<file path="src/rtl/rng_pkg.sv">
// Shared types and constants for the RNG round-robin scheduler.
package rng_pkg;

    typedef enum logic [2:0] {
        IDLE,
        LOAD,
        WARM,
        CAP0,
        CAP1,
        RESP
    } state_e;

    localparam logic [1:0] MODE_LFSR_NIB  = 2'b00;
    localparam logic [1:0] MODE_NLFSR_NIB = 2'b01;
    localparam logic [1:0] MODE_LFSR_DMX  = 2'b10;
    localparam logic [1:0] MODE_NLFSR_DMX = 2'b11;

    localparam logic [3:0] SEED_NONZERO = 4'h1;

    // An all-zero seed is a fixed point of the LFSR, so it is never passed through.
    function automatic logic [3:0] seed_map(input logic [3:0] s);
        return (s == 4'h0) ? SEED_NONZERO : s;
    endfunction

    function automatic logic is_demux(input logic [1:0] m);
        logic r;
        case (m)
            MODE_LFSR_DMX, MODE_NLFSR_DMX: r = 1'b1;
            MODE_LFSR_NIB, MODE_NLFSR_NIB: r = 1'b0;
            default:                       r = 1'b0;
        endcase
        return r;
    endfunction

endpackage

</file>
<file path="src/rtl/rng_arbiter_if.sv">
// Requester, generator and response signals of the RNG scheduler.
interface rng_arbiter_if #(
    parameter int NREQ = 4
);
    localparam int IDW = $clog2(NREQ);

    logic [NREQ-1:0] req;
    logic [1:0]      mode;
    logic [3:0]      seed;
    logic            reseed;
    logic [1:0]      gen_mode;
    logic [3:0]      gen_seed;
    logic            gen_load;
    logic [7:0]      gen_data;
    logic [NREQ-1:0] grant;
    logic            rsp_valid;
    logic [7:0]      rsp_data;
    logic [IDW-1:0]  rsp_id;
    logic            rsp_ready;

    modport master (
        output req, mode, seed, reseed, gen_data, rsp_ready,
        input  gen_mode, gen_seed, gen_load, grant, rsp_valid, rsp_data, rsp_id
    );

    modport slave (
        input  req, mode, seed, reseed, gen_data, rsp_ready,
        output gen_mode, gen_seed, gen_load, grant, rsp_valid, rsp_data, rsp_id
    );

endinterface

</file>
<file path="src/rtl/rng_arbiter_rr.sv">
// Combinational round-robin pick: first set request at or after the pointer, with wrap.
module rr_arbiter #(
    parameter int NREQ = 4,
    parameter int IDW  = $clog2(NREQ)
) (
    input  logic [NREQ-1:0] req,
    input  logic [IDW-1:0]  ptr,
    output logic            valid,
    output logic [NREQ-1:0] gnt,
    output logic [IDW-1:0]  idx
);

    always_comb begin
        int c;
        // NOTE: every output gets a value before the loop so no path leaves it unassigned (no latch).
        valid = 1'b0;
        gnt   = '0;
        idx   = '0;
        c     = 0;
        for (int i = 0; i < NREQ; i++) begin
            c = int'(ptr) + i;
            if (c >= NREQ) c = c - NREQ;
            if (!valid && req[c]) begin
                valid  = 1'b1;
                idx    = IDW'(c);
                gnt[c] = 1'b1;
            end
        end
    end

endmodule

</file>
<file path="src/rtl/rng_arbiter.sv">
// Shares one RNG core among NREQ requesters: arbitrate, optionally reseed, warm up,
// capture one byte and return it over a valid/ready handshake.
module rng_arbiter
    import rng_pkg::*;
#(
    parameter int NREQ   = 4,
    parameter int WARMUP = 4
) (
    input logic          clk,
    input logic          reset,
    rng_arbiter_if.slave bus
);

    localparam int IDW = $clog2(NREQ);

    state_e          state_q, state_d;
    logic [IDW-1:0]  ptr_q, ptr_d;
    logic [IDW-1:0]  id_q, id_d;
    logic [NREQ-1:0] grant_q, grant_d;
    logic [1:0]      mode_q, mode_d;
    logic [7:0]      data_q, data_d;
    logic [3:0]      cnt_q, cnt_d;
    logic            gen_load_q, gen_load_d;
    logic            rsp_valid_q, rsp_valid_d;
    logic            reseed_q, reseed_d;
    logic            txn_end;

    logic            pick_valid;
    logic [NREQ-1:0] pick_gnt;
    logic [IDW-1:0]  pick_idx;

    rr_arbiter #(.NREQ(NREQ), .IDW(IDW)) u_rr (
        .req   (bus.req),
        .ptr   (ptr_q),
        .valid (pick_valid),
        .gnt   (pick_gnt),
        .idx   (pick_idx)
    );

    always_comb begin
        state_d     = state_q;
        ptr_d       = ptr_q;
        id_d        = id_q;
        grant_d     = grant_q;
        mode_d      = mode_q;
        data_d      = data_q;
        cnt_d       = cnt_q;
        gen_load_d  = 1'b0;
        rsp_valid_d = 1'b0;
        // A pulse landing in the LOAD cycle must outlive the clear.
        reseed_d    = bus.reseed | (reseed_q & (state_q != LOAD));
        txn_end     = (state_q != IDLE) && !bus.req[id_q];

        unique case (state_q)
            IDLE: begin
                if (pick_valid) begin
                    grant_d = pick_gnt;
                    id_d    = pick_idx;
                    mode_d  = bus.mode;
                    cnt_d   = '0;
                    if (reseed_q) begin
                        state_d    = LOAD;
                        gen_load_d = 1'b1;
                    end else begin
                        state_d = WARM;
                    end
                end
            end
            LOAD: state_d = WARM;
            WARM: begin
                if (cnt_q == 4'(WARMUP - 1)) state_d = CAP0;
                else                         cnt_d   = cnt_q + 4'd1;
            end
            CAP0: begin
                if (is_demux(mode_q)) begin
                    data_d      = bus.gen_data;
                    state_d     = RESP;
                    rsp_valid_d = 1'b1;
                end else begin
                    data_d  = {bus.gen_data[3:0], data_q[3:0]};
                    state_d = CAP1;
                end
            end
            CAP1: begin
                data_d      = {data_q[7:4], bus.gen_data[3:0]};
                state_d     = RESP;
                rsp_valid_d = 1'b1;
            end
            RESP: begin
                rsp_valid_d = 1'b1;
                if (rsp_valid_q && bus.rsp_ready) txn_end = 1'b1;
            end
            default: state_d = IDLE;
        endcase

        // Completion and abort both release the owner and move the pointer past it.
        if (txn_end) begin
            state_d     = IDLE;
            grant_d     = '0;
            rsp_valid_d = 1'b0;
            gen_load_d  = 1'b0;
            ptr_d       = (id_q == IDW'(NREQ - 1)) ? '0 : id_q + 1'b1;
        end
    end

    // NOTE: state updates use non-blocking assignments so every flop samples pre-edge values.
    always_ff @(posedge clk or negedge reset) begin
        if (!reset) begin
            state_q     <= IDLE;
            ptr_q       <= '0;
            id_q        <= '0;
            grant_q     <= '0;
            mode_q      <= MODE_LFSR_NIB;
            data_q      <= '0;
            cnt_q       <= '0;
            gen_load_q  <= 1'b0;
            rsp_valid_q <= 1'b0;
            reseed_q    <= 1'b1;
        end else begin
            state_q     <= state_d;
            ptr_q       <= ptr_d;
            id_q        <= id_d;
            grant_q     <= grant_d;
            mode_q      <= mode_d;
            data_q      <= data_d;
            cnt_q       <= cnt_d;
            gen_load_q  <= gen_load_d;
            rsp_valid_q <= rsp_valid_d;
            reseed_q    <= reseed_d;
        end
    end

    assign bus.gen_mode  = mode_q;
    assign bus.gen_seed  = seed_map(bus.seed);
    assign bus.gen_load  = gen_load_q;
    assign bus.grant     = grant_q;
    assign bus.rsp_valid = rsp_valid_q;
    assign bus.rsp_data  = data_q;
    assign bus.rsp_id    = id_q;

endmodule

</file>
<file path="src/flat_wrapper.sv">
// flat-port wrapper written by rule: the top's interface ports become plain ports
module rng_arbiter_flat import rng_pkg::*;
#(
    parameter int NREQ   = 4,
    parameter int WARMUP = 4
)
  (clk, reset, bus_req, bus_mode, bus_seed, bus_reseed, bus_gen_data, bus_rsp_ready, bus_gen_mode, bus_gen_seed, bus_gen_load, bus_grant, bus_rsp_valid, bus_rsp_data, bus_rsp_id);
  rng_arbiter_if #(.NREQ(NREQ)) bus_i ();
  input logic clk;
  input logic reset;
  input wire logic [$bits(bus_i.req)-1:0] bus_req;
  input wire logic [$bits(bus_i.mode)-1:0] bus_mode;
  input wire logic [$bits(bus_i.seed)-1:0] bus_seed;
  input wire logic [$bits(bus_i.reseed)-1:0] bus_reseed;
  input wire logic [$bits(bus_i.gen_data)-1:0] bus_gen_data;
  input wire logic [$bits(bus_i.rsp_ready)-1:0] bus_rsp_ready;
  output wire logic [$bits(bus_i.gen_mode)-1:0] bus_gen_mode;
  output wire logic [$bits(bus_i.gen_seed)-1:0] bus_gen_seed;
  output wire logic [$bits(bus_i.gen_load)-1:0] bus_gen_load;
  output wire logic [$bits(bus_i.grant)-1:0] bus_grant;
  output wire logic [$bits(bus_i.rsp_valid)-1:0] bus_rsp_valid;
  output wire logic [$bits(bus_i.rsp_data)-1:0] bus_rsp_data;
  output wire logic [$bits(bus_i.rsp_id)-1:0] bus_rsp_id;
  assign bus_i.req = bus_req;
  assign bus_i.mode = bus_mode;
  assign bus_i.seed = bus_seed;
  assign bus_i.reseed = bus_reseed;
  assign bus_i.gen_data = bus_gen_data;
  assign bus_i.rsp_ready = bus_rsp_ready;
  assign bus_gen_mode = bus_i.gen_mode;
  assign bus_gen_seed = bus_i.gen_seed;
  assign bus_gen_load = bus_i.gen_load;
  assign bus_grant = bus_i.grant;
  assign bus_rsp_valid = bus_i.rsp_valid;
  assign bus_rsp_data = bus_i.rsp_data;
  assign bus_rsp_id = bus_i.rsp_id;
  rng_arbiter #(.NREQ(NREQ), .WARMUP(WARMUP)) u_core (.clk(clk), .reset(reset), .bus(bus_i));
endmodule
</file>
<file path="config.mk">
export PLATFORM = sky130hd
export DESIGN_NAME = rng_arbiter_flat
export DESIGN_NICKNAME = d
export VERILOG_FILES = /design/src/rtl/rng_pkg.sv /design/src/rtl/rng_arbiter_if.sv /design/src/rtl/rng_arbiter_rr.sv /design/src/rtl/rng_arbiter.sv /design/src/flat_wrapper.sv
export SDC_FILE = /design/constraint.sdc
export NUM_CORES = 1
export LEC_CHECK = 0
export ABC_CLOCK_PERIOD_IN_PS = 3320
export BUFFER_PORTS_ARGS = -buffer_cell sky130_fd_sc_hd__buf_4
export CORE_MARGIN = 1.5
export CORE_UTILIZATION = 40
export DETAILED_ROUTE_END_ITERATION = 10
export PLACE_DENSITY_LB_ADDON = 0.1
export SYNTH_ARGS = -nofsm -noshare
export SYNTH_HDL_FRONTEND = slang
export SYNTH_HIERARCHICAL = 1
export SYNTH_SLANG_ARGS = --single-unit
</file>
<file path="constraint.sdc">
create_clock -name clk -period 3.32 [get_ports clk]
set_input_delay 0.332 -clock clk [delete_from_list [all_inputs] [get_ports clk]]
set_output_delay 0.332 -clock clk [all_outputs]
set_load 0.01 [all_outputs]
</file>
==> metrics.yaml <==
logic_synthesis:
  synthDominantCellAreaShare_pct: 38.0
  syn_inst: 175
  yosys_warnings: 6
  synth.avg_cell_area_sq_um: 10.2
  synthArstFlopShare_pct: 100
  synth_flop_cell: "dfrtp_1"
  synth.distinct_cells: 45
  ys_ff_latch: 28
  synth_top_area_cell: "dfrtp_1"
  synth_area_leaders: "dfrtp_1, ha_1, nand2_1"
  synth_fp_nets: 207
  synth_edf_count: 0
  synth_seq_area_share_pct: 39.5
  netlist_area_sq_um: 1780
worst_setup_path:
  max_stage_delay_ns: 0.77
  crit_path_max_fanout: 11
  cpMaxStageDelayCell: "or4b_2"
  path_cells: "inv_1 > ha_1 > mux4_2 > nor3_1 > nand2b_1 > or4b_2 > o211ai_1 > o21ai_0"
  cp.arrival_ns: 3.01
  start_kind: "register"
  required_ns: 3.48
  cp-end-kind: "register"
  criticalPathCategory: "register to register"
  r2r_setup_slack_ns: 0.46
floorplan:
  io_pins: 44
  row_count: 24
  core_sq_um: 4320
  initial_core_util_pct: 41.1
  die_h_microns: 69.7
  die-width_microns: 69.7
  die-area_sq_um: 4860
clocking:
  numClockSinks: 28
  cts_max_path_buffers: 2
  root_buffer: "clkbuf_8"
  cts_setup_buffers: 0
  cts_hold_buf: 1
  path_clk_slew_ns: 0.10
  clk_latency_ns: 0.27
  cts.repair.resized: 0
  htree_levels: 1
  numCtsBuffers: 3
  cts_tree: "yes"
cells_and_area:
  nFillCells: 421
  area_growth_pct: 23.3
  layout_common_cells: "buf_4, dfrtp_1, nand2_1"
  multiInputGateArea_sq_um: 988
  nNetsFinal: 245
  utilization_pct: 50.7
  final_area_sq_um: 2190
  diodes: 0
  mostFrequentLayoutCell: "buf_4"
  regArea_sq_um: 702
  drive_gt1_share_pct: 30.2
  final_cells: 264
pwr:
  pwr_density_cell_nw_per_um2: 913
  peakVddDrop_mv: 0.369
  cellLeakagePower_nw: 1.01
placement:
  dp.cells: 259
  place_area_sq_um: 2110
  place_hpwl_microns: 2790
  io_buffers: 43
  place_congestion: 0.835
routing:
  ant_nets: 0
  vias: 1446
  routedWlPerCell_microns: 14.0
  drt-total-wl_microns: 3690
  first_pass_iters: 4
  drtIter0Drc: 56
  vias_per_cell: 5.48
  drc: 0
sta:
  worst_slew_margin_rel_pct: 45.1
  finClkSkew_ns: 0.00565
  setup_tns_ns: 0
  hold_viol: 0
  worstMarginPinSlew_ns: 0.821
  drv_slew: 0
  period_needed_ns: 2.86
  rsz0062_at_grt: "false"
  period_share_pct: 86.0
  timing.fmax_mhz: 350
  setup_violations: 0
  worst_hold_slack_ns: 0.233
grt:
  grt_pass1_wl_microns: 6660
  overflow: 0
  grt_max_degree: 29
  grt_usage_pct: 16.5
  antenna_found_initial: 0
  grt_pass1_vias: 1424
worst_hold_path:
  hp-class: "input port to register"
run:
  maxCapViolCount: 0
run_status:
  status: "complete, no violations"
[sequential cells by signal, summed over array words and instances, names as in the netlist]
signal                flops
u_core/ptr_q              2
u_core/bus.rsp_data       8
u_core/cnt_q              4
u_core/bus.grant          4
u_core/state_q            3
u_core/bus.gen_mode       2
u_core/bus.gen_load       1
u_core/reseed_q           1
u_core/bus.rsp_id         2
u_core/bus.rsp_valid      1
[kinds of logic after synthesis]
family | count (synthesis) | share of synthesized area [%]
adder cells (fa/ha/maj) | 10 | 7.03
buffers and inverters | 19 | 4.99
AO/OA/AOI/OAI | 43 | 16.0
multiplexers | 19 | 15.1
AND/OR/NAND/NOR | 56 | 17.4
flip-flops | 28 | 39.5
[Yosys cell counts (2+ instances only)]
master and count:
dfrtp_1 27, nand2_1 26, o21ai_0 13, ha_1 10
a21oi_1 8, a22oi_1 8, clkbuf_1 7, inv_1 7
mux2i_1 7, nor2_1 6, mux2_2 5, nand2b_1 4
nor3_1 4, mux4_2 3, o211ai_1 3, a211oi_1 2
buf_2 2, buf_6 2, mux2_1 2, mux4_1 2
or2_2 2, or4_1 2
[path summary, 6_finish.rpt]
check                      cells past startpoint              startpoint                     end
hold reg to reg                                2  u_core/bus.gen_mode[0]  u_core/bus.gen_mode[0]
min in group asynchronous                      2                   reset  u_core/bus.gen_mode[0]
setup reg to reg                               8         u_core/ptr_q[1]         u_core/cnt_q[1]
hold / removal                                 2              bus_reseed         u_core/reseed_q
max in group asynchronous                      2                   reset         u_core/reseed_q
setup / recovery                               8         u_core/ptr_q[1]         u_core/cnt_q[1]
[per-stage QoR]
stage                     worst slack, ns  power [mW]
after detailed placement            0.485        1.75
after global placement              0.617        1.72
after floorplan                     0.685        1.44
after CTS                           0.474        2.02
after global routing                0.162        2.20
final                               0.464        2.00
[worst max-delay path: cells and delay by family (launching register included)]
kind	cells	cell delay, ns
flops	1	0.55
fa+ha+maj	1	0.37
simple gates	3	1.01
compound gates	2	0.24
mux	1	0.38
buf+inv	1	0.19
[layout make-up]
| cell class | count | share of cell area, % |
|---|---|---|
| multi-input combinational | 128 | 45.1 |
| sequential | 28 | 32.0 |
| timing repair buffer | 45 | 15.5 |
| tap | 52 | 2.97 |
| clock buffer | 3 | 1.88 |
| clock inverter | 1 | 1.37 |
| inverter | 7 | 1.20 |
[report_power, final]
| part | total (mW) | switching, mW | leakage, nW | internal [mW] |
|---|---|---|---|---|
| clock network | 0.263 | 0.102 | 0.0357 | 0.161 |
| logic | 1.10 | 0.563 | 0.621 | 0.534 |
| registers | 0.643 | 0.162 | 0.353 | 0.481 |
[metal layers]
metal	vias up	routed length (microns)	GRT usage (%)
met1	697	1690	22.0
met5	-	0	0
met4	0	12	2.56
li1	709	-	-
met3	2	198	3.20
met2	38	1790	28.3
Note: power is estimated with default switching activity, not from simulation.
